===== config.mk =====
export PLATFORM = sky130hd
export DESIGN_NAME = unidad_fetch_flat
export DESIGN_NICKNAME = d
export VERILOG_FILES = /design/src/rtl/unidad_fetch_if.sv /design/src/rtl/unidad_fetch.sv /design/src/flat_wrapper.sv
export SDC_FILE = /design/constraint.sdc
export NUM_CORES = 1
export LEC_CHECK = 0
export CAP_MARGIN = 20
export CORE_MARGIN = 3
export CORE_UTILIZATION = 45
export DETAILED_ROUTE_END_ITERATION = 6
export PLACE_DENSITY_LB_ADDON = 0.3
export SKIP_CTS_REPAIR_TIMING = 1
export SLEW_MARGIN = 25
export SYNTH_ARGS = -nofsm -noshare
export SYNTH_HDL_FRONTEND = slang
export SYNTH_SLANG_ARGS = --single-unit

===== constraint.sdc =====
create_clock -name clk -period 4.85 [get_ports clk]
set_input_delay 0.97 -clock clk [delete_from_list [all_inputs] [get_ports clk]]
set_output_delay 0.97 -clock clk [all_outputs]
set_load 0.03 [all_outputs]

===== src/rtl/unidad_fetch_if.sv =====
// unidad_fetch_if: bundles the instruction-memory handshake and the
// fetch-to-decode signals of the fetch stage. The fetch unit is the master,
// and the memory/pipeline environment is the slave.
interface unidad_fetch_if;

    // Instruction memory read channel
    logic        imem_req;
    logic [31:0] imem_addr;
    logic        imem_ack;
    logic [31:0] imem_rdata;

    // Pipeline control coming back from decode/execute
    logic        stall;
    logic        branch_taken;
    logic [31:0] branch_target;

    // Output slot towards decode/execute and the extension unit
    logic        instr_valid;
    logic [31:0] instr;
    logic [31:0] pc_out;
    logic [31:0] pc_plus8;
    logic [23:0] imm24;
    logic [1:0]  ext_imm;

    modport master (
        output imem_req,
        output imem_addr,
        input  imem_ack,
        input  imem_rdata,
        input  stall,
        input  branch_taken,
        input  branch_target,
        output instr_valid,
        output instr,
        output pc_out,
        output pc_plus8,
        output imm24,
        output ext_imm
    );

    modport slave (
        input  imem_req,
        input  imem_addr,
        output imem_ack,
        output imem_rdata,
        output stall,
        output branch_taken,
        output branch_target,
        input  instr_valid,
        input  instr,
        input  pc_out,
        input  pc_plus8,
        input  imm24,
        input  ext_imm
    );

endinterface


===== src/rtl/unidad_fetch.sv =====
// unidad_fetch: instruction fetch stage of the ARM calculator datapath.
// Issues word reads over a req/ack handshake, keeps the fetched word in a
// registered output slot backed by a one-entry skid buffer, and handles
// stalls and branch redirects (including redirects that land while a read
// is still outstanding, which are resolved by discarding the stale data).
module unidad_fetch #(
    parameter logic [31:0] RESET_PC = 32'h0000_0000
) (
    input  logic           clk,
    input  logic           rst_n,
    unidad_fetch_if.master bus
);

    // IDLE: one-cycle post-reset state; WAIT: read outstanding at fetchPc;
    // FULL: skid holds a word, no read issued; DISCARD: stale read still
    // outstanding, its data will be thrown away.
    typedef enum logic [1:0] {
        IDLE    = 2'b00,
        WAIT    = 2'b01,
        FULL    = 2'b10,
        DISCARD = 2'b11
    } fetchState_t;

    fetchState_t state_q,      state_d;
    logic [31:0] fetchPc_q,    fetchPc_d;
    logic [31:0] staleAddr_q,  staleAddr_d;
    logic [31:0] skidInstr_q,  skidInstr_d;
    logic [31:0] skidPc_q,     skidPc_d;
    logic        instrValid_q, instrValid_d;
    logic [31:0] instr_q,      instr_d;
    logic [31:0] pcOut_q,      pcOut_d;

    logic        slotFree;
    logic [31:0] branchAddr;
    logic [31:0] fetchPcNext;
    logic [1:0]  extSel;

    // The slot can accept a new word when it is empty or being consumed.
    assign slotFree    = !instrValid_q || !bus.stall;
    // Branch targets are always word aligned; the low two bits are dropped.
    assign branchAddr  = bus.branch_target & 32'hFFFF_FFFC;
    assign fetchPcNext = fetchPc_q + 32'd4;

    // Next-state logic: branch redirect first, then the normal fetch flow.
    always_comb begin
        state_d      = state_q;
        fetchPc_d    = fetchPc_q;
        staleAddr_d  = staleAddr_q;
        skidInstr_d  = skidInstr_q;
        skidPc_d     = skidPc_q;
        instrValid_d = instrValid_q;
        instr_d      = instr_q;
        pcOut_d      = pcOut_q;

        if (bus.branch_taken) begin
            instrValid_d = 1'b0;
            skidInstr_d  = 32'd0;
            skidPc_d     = 32'd0;
            fetchPc_d    = branchAddr;
            case (state_q)
                WAIT: begin
                    if (!bus.imem_ack) begin
                        state_d     = DISCARD;
                        staleAddr_d = fetchPc_q;
                    end
                end
                DISCARD: begin
                    if (bus.imem_ack) begin
                        state_d = WAIT;
                    end
                end
                default: begin
                    state_d = WAIT;
                end
            endcase
        end else begin
            if (slotFree) begin
                instrValid_d = 1'b0;
            end
            case (state_q)
                IDLE: begin
                    state_d = WAIT;
                end
                WAIT: begin
                    if (bus.imem_ack) begin
                        fetchPc_d = fetchPcNext;
                        if (slotFree) begin
                            instrValid_d = 1'b1;
                            instr_d      = bus.imem_rdata;
                            pcOut_d      = fetchPc_q;
                        end else begin
                            skidInstr_d = bus.imem_rdata;
                            skidPc_d    = fetchPc_q;
                            state_d     = FULL;
                        end
                    end
                end
                FULL: begin
                    if (!bus.stall) begin
                        instrValid_d = 1'b1;
                        instr_d      = skidInstr_q;
                        pcOut_d      = skidPc_q;
                        state_d      = WAIT;
                    end
                end
                DISCARD: begin
                    if (bus.imem_ack) begin
                        state_d = WAIT;
                    end
                end
                default: begin
                    state_d = IDLE;
                end
            endcase
        end
    end

    // State and output-slot registers with asynchronous active-low reset.
    always_ff @(posedge clk or negedge rst_n) begin
        if (!rst_n) begin
            state_q      <= IDLE;
            fetchPc_q    <= RESET_PC;
            staleAddr_q  <= RESET_PC;
            skidInstr_q  <= 32'd0;
            skidPc_q     <= 32'd0;
            instrValid_q <= 1'b0;
            instr_q      <= 32'd0;
            pcOut_q      <= 32'd0;
        end else begin
            state_q      <= state_d;
            fetchPc_q    <= fetchPc_d;
            staleAddr_q  <= staleAddr_d;
            skidInstr_q  <= skidInstr_d;
            skidPc_q     <= skidPc_d;
            instrValid_q <= instrValid_d;
            instr_q      <= instr_d;
            pcOut_q      <= pcOut_d;
        end
    end

    // Immediate-extension select decoded from the instruction class bits.
    always_comb begin
        extSel = 2'b00;
        case (instr_q[27:26])
            2'b00:   extSel = 2'b00;
            2'b01:   extSel = 2'b10;
            2'b10:   extSel = 2'b01;
            default: extSel = 2'b11;
        endcase
    end

    assign bus.imem_req    = (state_q == WAIT) || (state_q == DISCARD);
    assign bus.imem_addr   = (state_q == DISCARD) ? staleAddr_q : fetchPc_q;
    assign bus.instr_valid = instrValid_q;
    assign bus.instr       = instr_q;
    assign bus.pc_out      = pcOut_q;
    assign bus.pc_plus8    = pcOut_q + 32'd8;
    assign bus.imm24       = instr_q[23:0];
    assign bus.ext_imm     = extSel;

endmodule


===== src/flat_wrapper.sv =====
// flat-port wrapper written by rule: the top's interface ports become plain ports
module unidad_fetch_flat 
#(
    parameter logic [31:0] RESET_PC = 32'h0000_0000
)
  (clk, rst_n, bus_imem_req, bus_imem_addr, bus_imem_ack, bus_imem_rdata, bus_stall, bus_branch_taken, bus_branch_target, bus_instr_valid, bus_instr, bus_pc_out, bus_pc_plus8, bus_imm24, bus_ext_imm);
  unidad_fetch_if bus_i ();
  input  logic clk;
  input  logic rst_n;
  output wire logic [$bits(bus_i.imem_req)-1:0] bus_imem_req;
  output wire logic [$bits(bus_i.imem_addr)-1:0] bus_imem_addr;
  input wire logic [$bits(bus_i.imem_ack)-1:0] bus_imem_ack;
  input wire logic [$bits(bus_i.imem_rdata)-1:0] bus_imem_rdata;
  input wire logic [$bits(bus_i.stall)-1:0] bus_stall;
  input wire logic [$bits(bus_i.branch_taken)-1:0] bus_branch_taken;
  input wire logic [$bits(bus_i.branch_target)-1:0] bus_branch_target;
  output wire logic [$bits(bus_i.instr_valid)-1:0] bus_instr_valid;
  output wire logic [$bits(bus_i.instr)-1:0] bus_instr;
  output wire logic [$bits(bus_i.pc_out)-1:0] bus_pc_out;
  output wire logic [$bits(bus_i.pc_plus8)-1:0] bus_pc_plus8;
  output wire logic [$bits(bus_i.imm24)-1:0] bus_imm24;
  output wire logic [$bits(bus_i.ext_imm)-1:0] bus_ext_imm;
  assign bus_imem_req = bus_i.imem_req;
  assign bus_imem_addr = bus_i.imem_addr;
  assign bus_i.imem_ack = bus_imem_ack;
  assign bus_i.imem_rdata = bus_imem_rdata;
  assign bus_i.stall = bus_stall;
  assign bus_i.branch_taken = bus_branch_taken;
  assign bus_i.branch_target = bus_branch_target;
  assign bus_instr_valid = bus_i.instr_valid;
  assign bus_instr = bus_i.instr;
  assign bus_pc_out = bus_i.pc_out;
  assign bus_pc_plus8 = bus_i.pc_plus8;
  assign bus_imm24 = bus_i.imm24;
  assign bus_ext_imm = bus_i.ext_imm;
  unidad_fetch #(.RESET_PC(RESET_PC)) u_core (.clk(clk), .rst_n(rst_n), .bus(bus_i));
endmodule

Word level (Yosys, flattened, before mapping)
Index checks and enable logic that the tools add are counted.
{ "classes": {"eq_ne": 13, "reduce_logical": 14, "n_mux": 35, "bitwise_logic": 2, "add_sub_neg": 2} }
{ "op_table": {"columns": ["operator", "n"], "rows": [
  ["32-bit two-way mux", 18],
  ["32-bit case mux with 2 select lines", 2],
  ["32-bit by 3-bit adder with 32-bit output (second input constant)", 1],
  ["32-bit by 4-bit adder with 32-bit output (second input constant)", 1],
  ["2-bit two-way mux", 6],
  ["3-bit inequality test (second input constant)", 4],
  ["2-bit case mux with 4 select lines", 1],
  ["2-bit == test (second input constant)", 3],
  ["2-bit inequality test (second input constant)", 3],
  ["2-bit case mux with 3 select lines", 1],
  ["3-bit AND reduction", 2],
  ["2-bit nonzero test", 3],
  ["1-bit two-way mux", 5],
  ["5-bit AND reduction", 1],
  ["2-bit by 1-bit == test with 1-bit output (second input constant)", 2],
  ["2-bit logical NOT", 2],
  ["2-bit case mux with 2 select lines", 1],
  ["4-bit AND reduction", 1],
  ["1-bit logical NOT", 2],
  ["1-bit logical OR", 2],
  ["2-bit by 1-bit inequality test with 1-bit output (second input constant)", 1],
  ["1-bit NOT", 2],
  ["1-bit case mux with 2 select lines", 1],
  ["2-bit AND reduction", 1]
]} }
{ "word_totals": {"output_inout_bits": 156, "inputBits": 69, "wordCells": 74, "reg_bits": 195} }

Depth between registers and ports, before layout
{ "depth": {"ltp_word": 7, "mapped_depth": 9, "ltp_nobuf": 6} }

Worst setup path after synthesis
Ideal clock, no wire load.
{ "synth_timing": {"kind": "reg-to-output", "start": "register u_core.pcOut_q[4] (netlist: u_core.bus.pc_out[4])", "end": "output bus_pc_plus8[29]", "arrival_ns": 2.048, "path_stages_with_launch": 6, "slack_ns": 1.832, "n_path_buf": 0, "required_ns": 3.880, "cell_sequence": "dfrtp_1 > ha_1 > inv_1 > nor3_2 > nand4_1 > xnor2_1"} }
{ "synth_via": {"elab_chain_cells": 1} }
{ "synth_rtl": {"columns": ["element", "line", "source"], "rows": [
  ["start: declaration", "unidad_fetch.sv:31", "logic [31:0] pcOut_q, pcOut_d;"],
  ["start signal: assignment", "unidad_fetch.sv:137", "pcOut_q <= pcOut_d;"],
  ["32-bit by 4-bit adder with 32-bit output", "unidad_fetch.sv:157", "assign bus.pc_plus8 = pcOut_q + 32'd8;"],
  ["end: declaration", "flat_wrapper.sv:20", "output wire logic [$bits(bus_i.pc_plus8)-1:0] bus_pc_plus8;"]
]} }
Every way passes these cells.

Worst setup path after layout
{ "layout_timing": {"start": "register u_core.pcOut_q[3] (netlist: u_core.bus.pc_out[3])", "end": "output bus_pc_plus8[31]"} }
Same word-level chain as after synthesis.

==> results.ini <==
[timing]
finalCriticalPeriod_ns=4.08
max_freq_ghz=0.245
fin_setup_tns_ns=0
worstMarginPinSlew_ns=0.952
hold_viol=0
setup_viol=0
finClkSkew_ns=0.00774
slew_headroom_pct=36.2
fin_crit_sh_pct=84.2
rsz0062_at_grt=false
drv_slew=0

[cells_and_area]
multi_input_area_sq_um=4560
fill_cells=1838
layout.nets=1149
final_util_pct=59.2
n_antenna_cell=0
area_growth_pct=27.7
regArea_sq_um=4730
drive_gt1_share_pct=21.6
fin_area_sq_um=12600

[yosys]
avgSynthCellArea_sq_um=10.6
async_flop_share_pct=100
yosysTopAreaCell=dfrtp_1
yosysWarnings=0
yosysSeqAreaShare_pct=48.1
ys.flop_type=dfrtp_1
syn_area_sq_um=9830
synthCells=924
synth_edf_count=0
synth_area_leaders=dfrtp_1 (48%), mux2_2 (20%), nand2_1 (6.2%)
synth_seq_cells=189
synth_top_area_share_pct=48.1
yosysUniqueCellTypes=50

[critical_path]
r2r_cells=8
r2r_slack_ns=1.93
crit_path_start_kind=register
r2r-start=u_core.state_q[0]
end_kind=output port
required_ns=3.88
startpoint=u_core.bus.pc_out[3]
criticalPathCategory=reg -> out
cp.arrival_ns=3.11
r2r-end=u_core.bus.instr[19]
cp_max_fo=10

[routing]
dr.pass1.iters=5
wl_met1_um=10900
post_drt_wl_per_cell_um=17.9
top_layer_used=met4
ant_nets=0
dr_wl_met2_um=12300
met3_length_um=914
vias=7426
drc=0
drt-total-wl_um=24400
drtIter0Drc=496
vias_per_cell=5.45

[pwr]
clockPowerShare_pct=17.5
p_int_mw=4.62
combPwrFrac_pct=51.1
pwr-share-seq_pct=31.4
p_per_area_nw_per_um2=630
leakage_nw=4.97
p_sw_share_pct=41.5
ir_worst_vdd_v=0.000422
p_switching_mw=3.28

[cts]
clock_sinks=189
cts_made_buffers=17
cts_root_buf=clkbuf_16
worst_skew_pair.late_latency_ns=0.43
clk_pin_slew_worst_paths_ns=0.07
cts.htree.levels=4
clk_path_buf_depth=2
tritoncts=done

[floorplanning]
die_x_um=154
core_area_sq_um=21200
boundaryPins=225
dieHeight_um=154
num_rows=53
initial_core_util_pct=46.3
die_area_sq_um=23600

[global_routing]
overflow=0
grt_use_total_pct=20.9
grt_antenna_before_repair=0
grt_pass1_wl_um=40400
grt_pass1_vias=7523
grt_max_degree=106

[place]
dp_hpwl_um=16200
place_area_sq_um=12000
port_buffers=220
place_congestion=0.788

[min_path]
min_to=u_core.staleAddr_q[27]
hold_path.startpoint=u_core.staleAddr_q[27]
hp-class=reg -> reg
hold_path_depth=1

[run_status]
status=finished clean

[run]
drv_cap=0

## worst max-delay path by stage
stage / end / slack (ns) / cells after the start
floorplan: bus_pc_plus8[29] / 1.83 / 5
global placement: bus_pc_plus8[31] / 1.24 / 6
detailed placement: bus_pc_plus8[31] / 1.19 / 6
CTS: bus_pc_plus8[31] / 0.70 / 6
global route: bus_pc_plus8[29] / 0.49 / 6
finish: bus_pc_plus8[31] / 0.77 / 6
## synth_stat cells, drive strengths merged (10+ instances only)
library cell,instances
or4,12
a21oi,63
xor2,10
nand2,162
o21ai,24
nor2,19
xnor2,29
dfrtp,189
nand3,26
clkbuf,41
mux2,180
buf,58
nand4,24
o31ai,11
a31oi,13
## registers in the layout (all words and copies together) (netlist names)
signal                  cells
u_core.staleAddr_q         30
u_core.bus.instr_valid      1
u_core.bus.pc_out          31
u_core.fetchPc_q           30
u_core.skidPc_q            31
u_core.skidInstr_q         32
u_core.state_q              2
u_core.bus.instr           32
## final cells by class
class                      count  area share [%]
clock buffer                  19            3.53
clock inverter                13            1.06
inverter                      10           0.299
multi-input combinational    627            36.3
sequential                   189            37.7
tap                          275            2.74
timing repair buffer         229            18.4
## power by group through the flow
stage	clock network, mW	logic [mW]	registers, mW
CTS	1.41	4.08	2.49
detailed placement	0	4.06	2.52
global route	1.48	4.26	2.56
global placement	0	4.04	2.49
floorplan	0	2.16	2.87
finish	1.38	4.04	2.48
## cell usage in the layout, fill, tap and decap left out, drive strengths merged, types with 11 or more instances in the layout
cell and n:
a21oi 63, a31oi 13, clkbuf 20, clkdlybuf4s50 218
dfrtp 189, inv 14, mux2 180, nand2 162
nand3 26, nand4 24, nor2 19, o21ai 24
o31ai 11, or4 12, xnor2 29
## critical path, stage by stage, from the launching register on
cell,delay (ns)
dfrtp_1,0.42
ha_1,0.27
inv_1,0.08
nor3_2,0.78
nand4_1,0.22
xnor2_1,0.20
clkdlybuf4s50_1,0.69
## per-stage QoR
step	cells	setup slack, ns	total power, mW	hold slack (ns)
detailed placement	1330	1.19	6.58	0.487
global route	1362	0.487	8.31	0.518
global placement	1330	1.24	6.53	0.473
CTS	1362	0.704	7.98	0.504
finish	1362	0.767	7.90	0.501
floorplan	925	1.83	5.03	0.474
## kinds of logic after synthesis
kind of cell	Yosys count	share of synthesized area, %
and+or+nand+nor	275	13.8
muxes	184	21.0
adders and majority gates	6	0.764
AOI/OAI and AO/OA	121	6.96
xor gates and xnor gates	39	3.48
buffers and inverters	109	5.78
DFF	189	48.1
other	1	0.0382
## metal layers
metal | GRT usage [%] | vias to the layer above
met4 | 5.17 | 0
met3 | 3.52 | 17
li1 | - | 3502
met5 | 0 | -
met2 | 35.7 | 180
met1 | 27.9 | 3727
No activity file was read; power rests on OpenSTA's default activity.
